==> config.mk <==
export PLATFORM = sky130hd
export DESIGN_NAME = pi_link_rx
export DESIGN_NICKNAME = d
export VERILOG_FILES = /design/src/rtl/pi_link_rx.sv
export SDC_FILE = /design/constraint.sdc
export NUM_CORES = 1
export LEC_CHECK = 0
export CORE_ASPECT_RATIO = 1.5
export CORE_UTILIZATION = 49
export DETAILED_ROUTE_END_ITERATION = 6
export PLACE_DENSITY = 0.82
export SETUP_SLACK_MARGIN = 0.4
export SYNTH_ARGS = -nofsm -noshare
export SYNTH_HDL_FRONTEND = slang
export SYNTH_SLANG_ARGS = --single-unit
export TNS_END_PERCENT = 1
==> constraint.sdc <==
create_clock -name clk -period 2 [get_ports clk]
set_input_delay 0.5 -clock clk [delete_from_list [all_inputs] [get_ports clk]]
set_output_delay 0.5 -clock clk [all_outputs]
set_load 0.1 [all_outputs]
==> src/rtl/pi_link_rx.sv <==
// Receive side of a two-phase (tag, data) request/acknowledge byte link from an asynchronous sender.
// Optional PI_LINK_TAG_FILTER_EN: deliver only pairs whose tag is 0x70, 0x71, 0x38 or 0x39.
module pi_link_rx #(
   parameter int unsigned SETTLE   = 2,
   parameter int unsigned ACK_HOLD = 4,
   parameter int unsigned TIMEOUT  = 255
) (
   input  logic        clk,
   input  logic        rst_n,
   input  logic [7:0]  GPIO_AD,
   input  logic [1:0]  REQ,
   output logic        ACK,
   output logic [7:0]  out_tag,
   output logic [7:0]  out_data,
   output logic        out_valid,
   input  logic        out_ready,
   output logic        err,
   output logic [15:0] pair_cnt
);

   localparam int unsigned CW = 9;

   localparam logic [1:0] ST_IDLE   = 2'd0;
   localparam logic [1:0] ST_SETTLE = 2'd1;
   localparam logic [1:0] ST_ACK_HI = 2'd2;
   localparam logic [1:0] ST_ACK_LO = 2'd3;

   logic [7:0]    gpio_s1, gpio_s2;
   logic [1:0]    req_s1, req_s2;
   logic [1:0]    state, state_nxt;
   logic [CW-1:0] cnt, cnt_nxt;
   logic          exp_ph, exp_nxt;
   logic          cap_ph, cap_ph_nxt;
   logic          to_flag, to_nxt;
   logic [7:0]    gpio_ref, ref_nxt;
   logic [7:0]    tag_reg, tag_nxt;
   logic          ack_nxt;
   logic [7:0]    out_tag_nxt, out_data_nxt;
   logic          valid_nxt;
   logic          err_nxt;
   logic [15:0]   pcnt_nxt;
   logic          tag_pass_c;
   logic          match_c;
   logic          release_c;

`ifdef PI_LINK_TAG_FILTER_EN
   assign tag_pass_c = (tag_reg == 8'h70) || (tag_reg == 8'h71) ||
                       (tag_reg == 8'h38) || (tag_reg == 8'h39);
`else
   assign tag_pass_c = 1'b1;
`endif

   assign match_c   = (req_s2 == {exp_ph, 1'b1}) && (gpio_s2 == gpio_ref);
   assign release_c = !req_s2[0] || (req_s2[1] != cap_ph);

   // Next-state and next-output logic
   always_comb begin
      state_nxt    = state;
      cnt_nxt      = cnt;
      exp_nxt      = exp_ph;
      cap_ph_nxt   = cap_ph;
      to_nxt       = to_flag;
      ref_nxt      = gpio_ref;
      tag_nxt      = tag_reg;
      ack_nxt      = ACK;
      out_tag_nxt  = out_tag;
      out_data_nxt = out_data;
      valid_nxt    = out_valid & ~out_ready;
      err_nxt      = 1'b0;
      pcnt_nxt     = pair_cnt;
      case (state)
         ST_IDLE: begin
            if (req_s2[0]) begin
               if (req_s2[1] == exp_ph) begin
                  state_nxt = ST_SETTLE;
                  cnt_nxt   = '0;
                  ref_nxt   = gpio_s2;
               end else begin
                  err_nxt = 1'b1;
                  exp_nxt = 1'b0;
                  tag_nxt = 8'h00;
               end
            end
         end
         ST_SETTLE: begin
            if (!match_c) begin
               state_nxt = ST_IDLE;
            end else if (cnt != CW'(SETTLE)) begin
               cnt_nxt = cnt + CW'(1);
            end else if (!exp_ph || !tag_pass_c || !out_valid || out_ready) begin
               // Data byte waits here, unacknowledged, while the output slot is occupied
               if (!exp_ph) begin
                  tag_nxt = gpio_ref;
               end else if (tag_pass_c) begin
                  out_tag_nxt  = tag_reg;
                  out_data_nxt = gpio_ref;
                  valid_nxt    = 1'b1;
                  pcnt_nxt     = pair_cnt + 16'd1;
               end
               state_nxt  = ST_ACK_HI;
               ack_nxt    = 1'b1;
               cnt_nxt    = '0;
               cap_ph_nxt = exp_ph;
               to_nxt     = 1'b0;
            end
         end
         ST_ACK_HI: begin
            if (release_c && (cnt >= CW'(ACK_HOLD - 1))) begin
               state_nxt = ST_ACK_LO;
               ack_nxt   = 1'b0;
               cnt_nxt   = '0;
            end else if (cnt >= CW'(TIMEOUT)) begin
               state_nxt = ST_ACK_LO;
               ack_nxt   = 1'b0;
               cnt_nxt   = '0;
               err_nxt   = 1'b1;
               exp_nxt   = 1'b0;
               tag_nxt   = 8'h00;
               to_nxt    = 1'b1;
            end else begin
               cnt_nxt = cnt + CW'(1);
            end
         end
         ST_ACK_LO: begin
            if (cnt >= CW'(ACK_HOLD - 1)) begin
               state_nxt = ST_IDLE;
               if (!to_flag) exp_nxt = ~exp_ph;
            end else begin
               cnt_nxt = cnt + CW'(1);
            end
         end
         default: state_nxt = ST_IDLE;
      endcase
   end

   // Synchronizers, FSM state and registered outputs
   always_ff @(posedge clk or negedge rst_n) begin
      if (!rst_n) begin
         gpio_s1   <= 8'h00;
         gpio_s2   <= 8'h00;
         req_s1    <= 2'b00;
         req_s2    <= 2'b00;
         state     <= ST_IDLE;
         cnt       <= '0;
         exp_ph    <= 1'b0;
         cap_ph    <= 1'b0;
         to_flag   <= 1'b0;
         gpio_ref  <= 8'h00;
         tag_reg   <= 8'h00;
         ACK       <= 1'b0;
         out_tag   <= 8'h00;
         out_data  <= 8'h00;
         out_valid <= 1'b0;
         err       <= 1'b0;
         pair_cnt  <= 16'h0000;
      end else begin
         gpio_s1   <= GPIO_AD;
         gpio_s2   <= gpio_s1;
         req_s1    <= REQ;
         req_s2    <= req_s1;
         state     <= state_nxt;
         cnt       <= cnt_nxt;
         exp_ph    <= exp_nxt;
         cap_ph    <= cap_ph_nxt;
         to_flag   <= to_nxt;
         gpio_ref  <= ref_nxt;
         tag_reg   <= tag_nxt;
         ACK       <= ack_nxt;
         out_tag   <= out_tag_nxt;
         out_data  <= out_data_nxt;
         out_valid <= valid_nxt;
         err       <= err_nxt;
         pair_cnt  <= pcnt_nxt;
      end
   end

endmodule

Word-level counts from Yosys, hierarchy flattened
Cells that the tools add are included.
{"block": "classes", "addsub": 2, "magnitude_cmp": 2, "n_eq_ne": 24, "mux": 55, "bitwise": 4, "reduce_logical": 21}
{"cell": "9-bit two-way mux", "n": 8}
{"cell": "8-bit two-way mux", "n": 8}
{"cell": "9-bit case mux with 4 select lines", "n": 1}
{"cell": "1-bit two-way mux", "n": 24}
{"cell": "2-bit != test, second input constant", "n": 12}
{"cell": "8-bit case mux with 3 select lines", "n": 1}
{"cell": "16-bit by 1-bit adder with 16-bit output, second input constant", "n": 1}
{"cell": "2-bit two-way mux", "n": 8}
{"cell": "5-bit AND reduction", "n": 3}
{"cell": "3-bit != test, second input constant", "n": 4}
{"cell": "6-bit AND reduction", "n": 2}
{"cell": "9-bit by 1-bit adder with 9-bit output, second input constant", "n": 1}
{"cell": "9-bit by 2-bit >= comparator with 1-bit output, second input constant", "n": 1}
{"cell": "9-bit by 8-bit >= comparator with 1-bit output, second input constant", "n": 1}
{"cell": "9-bit by 2-bit != test with 1-bit output, second input constant", "n": 1}
{"cell": "9-bit AND reduction", "n": 1}
{"cell": "8-bit equality test", "n": 1}
{"cell": "2-bit case mux with 4 select lines", "n": 1}
{"cell": "7-bit AND reduction", "n": 1}
{"cell": "1-bit case mux with 2 select lines", "n": 3}
{"cell": "3-bit nonzero test", "n": 2}
{"cell": "2-bit equality test, second input constant", "n": 2}
{"cell": "4-bit AND reduction", "n": 1}
{"cell": "1-bit logical NOT", "n": 3}
{"cell": "12 further kinds", "n": 17}
{"block": "word_totals", "ff_bits": 85, "inputBits": 13, "output_inout_bits": 35, "wordCells": 125}

Longest topological paths before layout
Gate-level depths: netlist (run 1).
{"block": "depth", "depth_word": 7, "ltp_mapped": 10, "ltp_nobuf": 9}

Worst setup path before layout (run 1)
No wires, ideal clock.
{"block": "synth_timing", "kind": "register to register", "start": "register cnt[0]", "end": "register cnt[2]", "setup_ps": 66, "t_arrival_ps": 2130, "required_time_ps": 1934, "slack_ps": -196, "path_stages_with_launch": 10, "n_path_buf": 0, "cell_sequence": "dfrtp_1 -> ha_1 -> and3_1 -> nand2_1 -> nor2_1 -> ha_1 -> a211oi_1 -> a31oi_1 -> nor2b_1 -> a22o_1"}
{"block": "synth_via", "elab_chain_len": 4, "elab_cells_between_ends": 14, "cone_classes": "add/sub: 1; order compare: 2; eq/ne: 3; mux: 6; reduce/logical: 2"}
{"item": "from (decl)", "line_no": "31", "text": "logic [CW-1:0] cnt, cnt_nxt;"}
{"item": "from (signal assigned)", "line_no": "162", "text": "cnt <= cnt_nxt;"}
{"item": "9-bit by 1-bit adder with 9-bit output (tied with other cells)", "line_no": "89, 121, 129"}
{"item": "9-bit two-way mux (tied with other cells)", "line_no": "112", "text": "end else if (cnt >= CW'(TIMEOUT)) begin"}
{"item": "9-bit two-way mux, on equally long branches", "line_no": "108, 86"}
{"item": "9-bit case mux with 4 select lines", "line_no": "71", "text": "case (state)"}
Several ways; a longest one is shown, not always the timed one. The select of a mux whose other input is x is not followed.
A chain may end at the register's enable or synchronous reset.

Worst setup path after layout (run 1)
{"block": "layout_timing", "start": "register gpio_s2[4]", "end": "register pair_cnt[12]"}
{"block": "layout_via", "elab_chain_len": 3}
{"item": "from (decl)", "line_no": "28", "text": "logic [7:0] gpio_s1, gpio_s2;"}
{"item": "from (signal assigned)", "line_no": "158", "text": "gpio_s2 <= gpio_s1;"}
{"item": "8-bit equality test", "line_no": "53", "text": "assign match_c = (req_s2 == {exp_ph, 1'b1}) && (gpio_s2 == gpio_ref);"}
{"item": "1-bit logical AND", "line_no": "53"}
{"item": "5-bit AND reduction (no source line)"}
{"item": "to (signal assigned)", "line_no": "173", "text": "pair_cnt <= pcnt_nxt;"}
{"item": "to (decl)", "line_no": "18", "text": "output logic [15:0] pair_cnt"}
Every way passes these cells.

==> results.txt, run 1 <==
The flow ran to the end, but the final reports show violations. The checks that failed: setup timing. The average footprint of a synthesized cell came out at 11.1 um^2. The number of placed instances, taps included, is 516.

The detailed router used layers up to and including met4. TritonCTS built the clock tree. The maximum clock path buffer count is 2, and the diode insertion count for antenna repair is 0. For the number of antenna violations at the first check in global routing, the log shows 0.

Setup repair after global routing could not meet its margin everywhere. The number of different library cells used by synthesis comes to 43. For this design the static power due to leakage is 2.38 nW.

The flip-flop and latch count after synthesis came out at 85. Once placement finished, the instance area stood at 0.00495 mm^2. For this run, the post-layout net count is 446.

For the pin with the worst max-slew slack, the measured transition is 0.471 ns. The power per cell area works out to 789 mW/mm^2. Among all flip-flop cells after synthesis, the most frequent one is dfrtp_1. The first global-routing pass estimated 13900 um of wire.

The tools report the overall die area as 0.00783 mm^2. VDD sags by at most 0.617 mV. Buffers placed on the I/O ports in this run total 47.

Worst clock skew on the final layout: 0.0120 ns. Post-synth net total: 347. For the clock sink total, the log shows 85. Wire segments on met2 add up to 4660 um in the final route. For the worst-skew pair, the clock arrives at the later sink with an insertion delay of 0.37 ns. After clock tree synthesis, the setup repair step added 0 buffers. The total power came out at 4.15 mW. Clock tree synthesis inserted a total of 9 buffers. For the final routed database, the setup TNS stands at -5.38 ns.

In the routed layout, each cell is associated on average with a via count of 5.44. STA classifies the critical path startpoint as a flip-flop. Counting every instance in the synthesized netlist gives 330. Counting the fill cells in the layout gives 461. The worst pin sits at a relative slew slack of 68.2%. Counting flops with a built-in enable in the synthesized netlist gives 0. Sequential elements use 58.1% of the synthesized area.

Summed over all layers, the global routing overflow is 0. The level count of the clock H-tree came out at 3. pair_cnt holds more flip-flops than any other register.

Starting density of the core: 50.7%. The region available for standard cell placement spans 0.00723 mm^2. The run gives 48 as the number of top-level design ports. The top fanout value on the critical path is 4, and the global placer's final weighted congestion is 0.880. In the final layout, the registers with the most flip-flops are pair_cnt x16, cnt x9. In the final layout, the share of cells above drive strength 1 is 34.1%.

The library cell used most frequently in the layout, excluding fill and tap cells, is dfrtp_1. The total vias in the final route was 2907; the total of hold buffers inserted after clock tree synthesis was 0. The path class of the tightest hold or removal check is in -> async. The mapped netlist covers 0.00366 mm^2. The type of the worst setup path is reg -> reg. After detailed routing, the number of remaining DRC violations is 0. Leaving out fill and tap cells, the most frequent cells in the layout are 77 x dfrtp_1, 58 x nand2_1, 46 x buf_4, 35 x buf_12, 21 x xnor2_1. Yosys printed 0 warnings. For this block, wires on met1 add up to 3230 um.

The area growth from synthesis to layout is 43.9%. The data arrival time of the critical path was 2.45 ns. In this run the core area contains 38 standard-cell rows. The number of cells in the finished layout apart from fillers was 534.

The tree is rooted in a clkbuf_8. For this run, the detailed router's first-pass iteration total came to 4. The CTS clock-pin slew for the worst setup and hold paths works out to 0.08 ns. Once detail routing completed, the nets flagged for antenna violations numbered 0. The run gives 0 as the final number of hold-violating endpoints.

Global routing consumed, over all layers together, 23.9% of the routing resources. Detailed placer's ending HPWL: 5940 um. The logs give 2.29 ns for the required time of the critical path and 36 for the maximum number of pins on one net before global-route repair. The post-layout worst setup margin is -0.153 ns, and the flip-flop count of the largest register after layout is 16. Minimum period implied by the final worst setup slack: 2.15 ns. Max-cap violations in this run came to 0.

The chip height was 108 um; the mean routed wirelength per cell was 16.0 um. In this run the horizontal extent of the chip is 72.6 um. At the placement stage, the worst setup path has a slack of -0.433 ns. The tools report the number of global-route vias before repair as 2929.

Of the available clock period, the critical path in the final layout requires 108%. For the total wire length after detailed routing, the log shows 8550 um. The count of final max-slew check failures is 0. STA classifies the critical path endpoint as a flip-flop.

In this run, the number of DRC markers left after iteration 0 of detailed routing was 217. Final number of setup-violating endpoints: 50. The area of all placed cells without fillers is 0.00527 mm^2, and the async set or reset register ratio after synthesis is 100%. The logs give 341 um for the wire length on met3 and 465 MHz for the peak clock frequency supported by timing.
## final cells by class
type                    count  area, um^2  share of cell area, %
inverters                  16        60.1                   1.14
repair buffers             96        1200                   22.8
flip-flops and latches     85        2140                   40.6
well taps                 100         125                   2.37
clock inverters             5        35.0                  0.665
clock buffers              11         131                   2.49
multi-input cells         221        1580                   30.0
## report_power, final
| part | internal [mW] | switching [mW] |
|---|---|---|
| clock | 0.453 | 0.603 |
| combinational | 0.522 | 0.529 |
| sequential | 1.93 | 0.122 |
| total | 2.90 | 1.25 |
## logic make-up (layout without fill, tap and decap cells)
logic type / after synthesis / in the layout / share of synthesized area (%)
AO/OA/AOI/OAI: 48 / 49 / 8.71
XOR/XNOR: 26 / 26 / 6.22
adder cells (fa/ha/maj): 4 / 4 / 1.37
buffers and inverters: 25 / 128 / 2.94
flip-flops: 85 / 85 / 58.1
multiplexers: 18 / 18 / 5.26
AND/OR/NAND/NOR: 124 / 124 / 17.4
## Yosys cell counts, types with 3 or more instances
library cell,count,share of area (%)
nand4_1,8,1.4
xnor2_1,22,5.3
o21ai_0,9,1.2
a31oi_1,3,0.51
nand2_1,60,6.1
mux2i_1,8,2.2
a21oi_1,6,0.82
nor2b_1,7,1.2
a22o_1,7,1.7
nor3_2,5,1.4
inv_1,16,1.6
and3_1,4,0.68
mux2_2,10,3.1
xor2_1,4,0.96
clkbuf_1,3,0.31
nor3_1,6,0.82
dfrtp_1,85,58
buf_2,5,0.68
nand3_1,11,1.5
ha_1,4,1.4
o21ai_1,8,1.1
nor2_1,11,1.1
## worst max-delay path, cell delays in order (launching register included)
cell and delay (ns):
dfrtp_1 0.40, xnor2_1 0.20, nand4_1 0.20, or3_4 0.44
or3_4 0.38, buf_4 0.18, nor3_2 0.12, xor2_1 0.16
## layer usage
metal | GRT usage, % | vias up
li1 | - | 1334
met1 | 26.4 | 1430
met2 | 42.7 | 112
met3 | 4.49 | 31
met4 | 12.6 | 0
met5 | 0 | -
## metrics by stage
step           hold WS [ns]  utilization, %
4_1_cts              0.0311            72.1
6_report             0.0250            72.9
3_3_place_gp          0.331            68.5
3_5_place_dp          0.335            68.5
2_1_floorplan         0.204               -
5_1_grt              0.0418            72.9
## final timing paths
kind / startpoint / end / slack [ns] / depth (start not counted)
setup / recovery: gpio_s2[4] / pair_cnt[12] / -0.15 / 7
hold / removal: rst_n / err / 0.02 / 1
hold reg to reg: gpio_s1[7] / gpio_s2[7] / 0.35 / 0
setup reg to reg: gpio_s2[4] / pair_cnt[12] / -0.15 / 7
max in group asynchronous: rst_n / out_tag[4] / 1.31 / 2
min in group clk: gpio_s1[7] / gpio_s2[7] / 0.35 / 0
## what timing repair did
item | in CTS | in global routing
cloned | 2 | 0
gates resized for setup | 17 | 15
pin swaps | 15 | 9
endpoints found under the setup margin | 57 | 67
Power figures use the tool's default switching activity.
==> inputs of run 2 (changes only) <==
- SLEW_MARGIN: not set -> 20
==> results of run 2 <==
The final DEF is identical to that of run 1; final timing and power are the same.
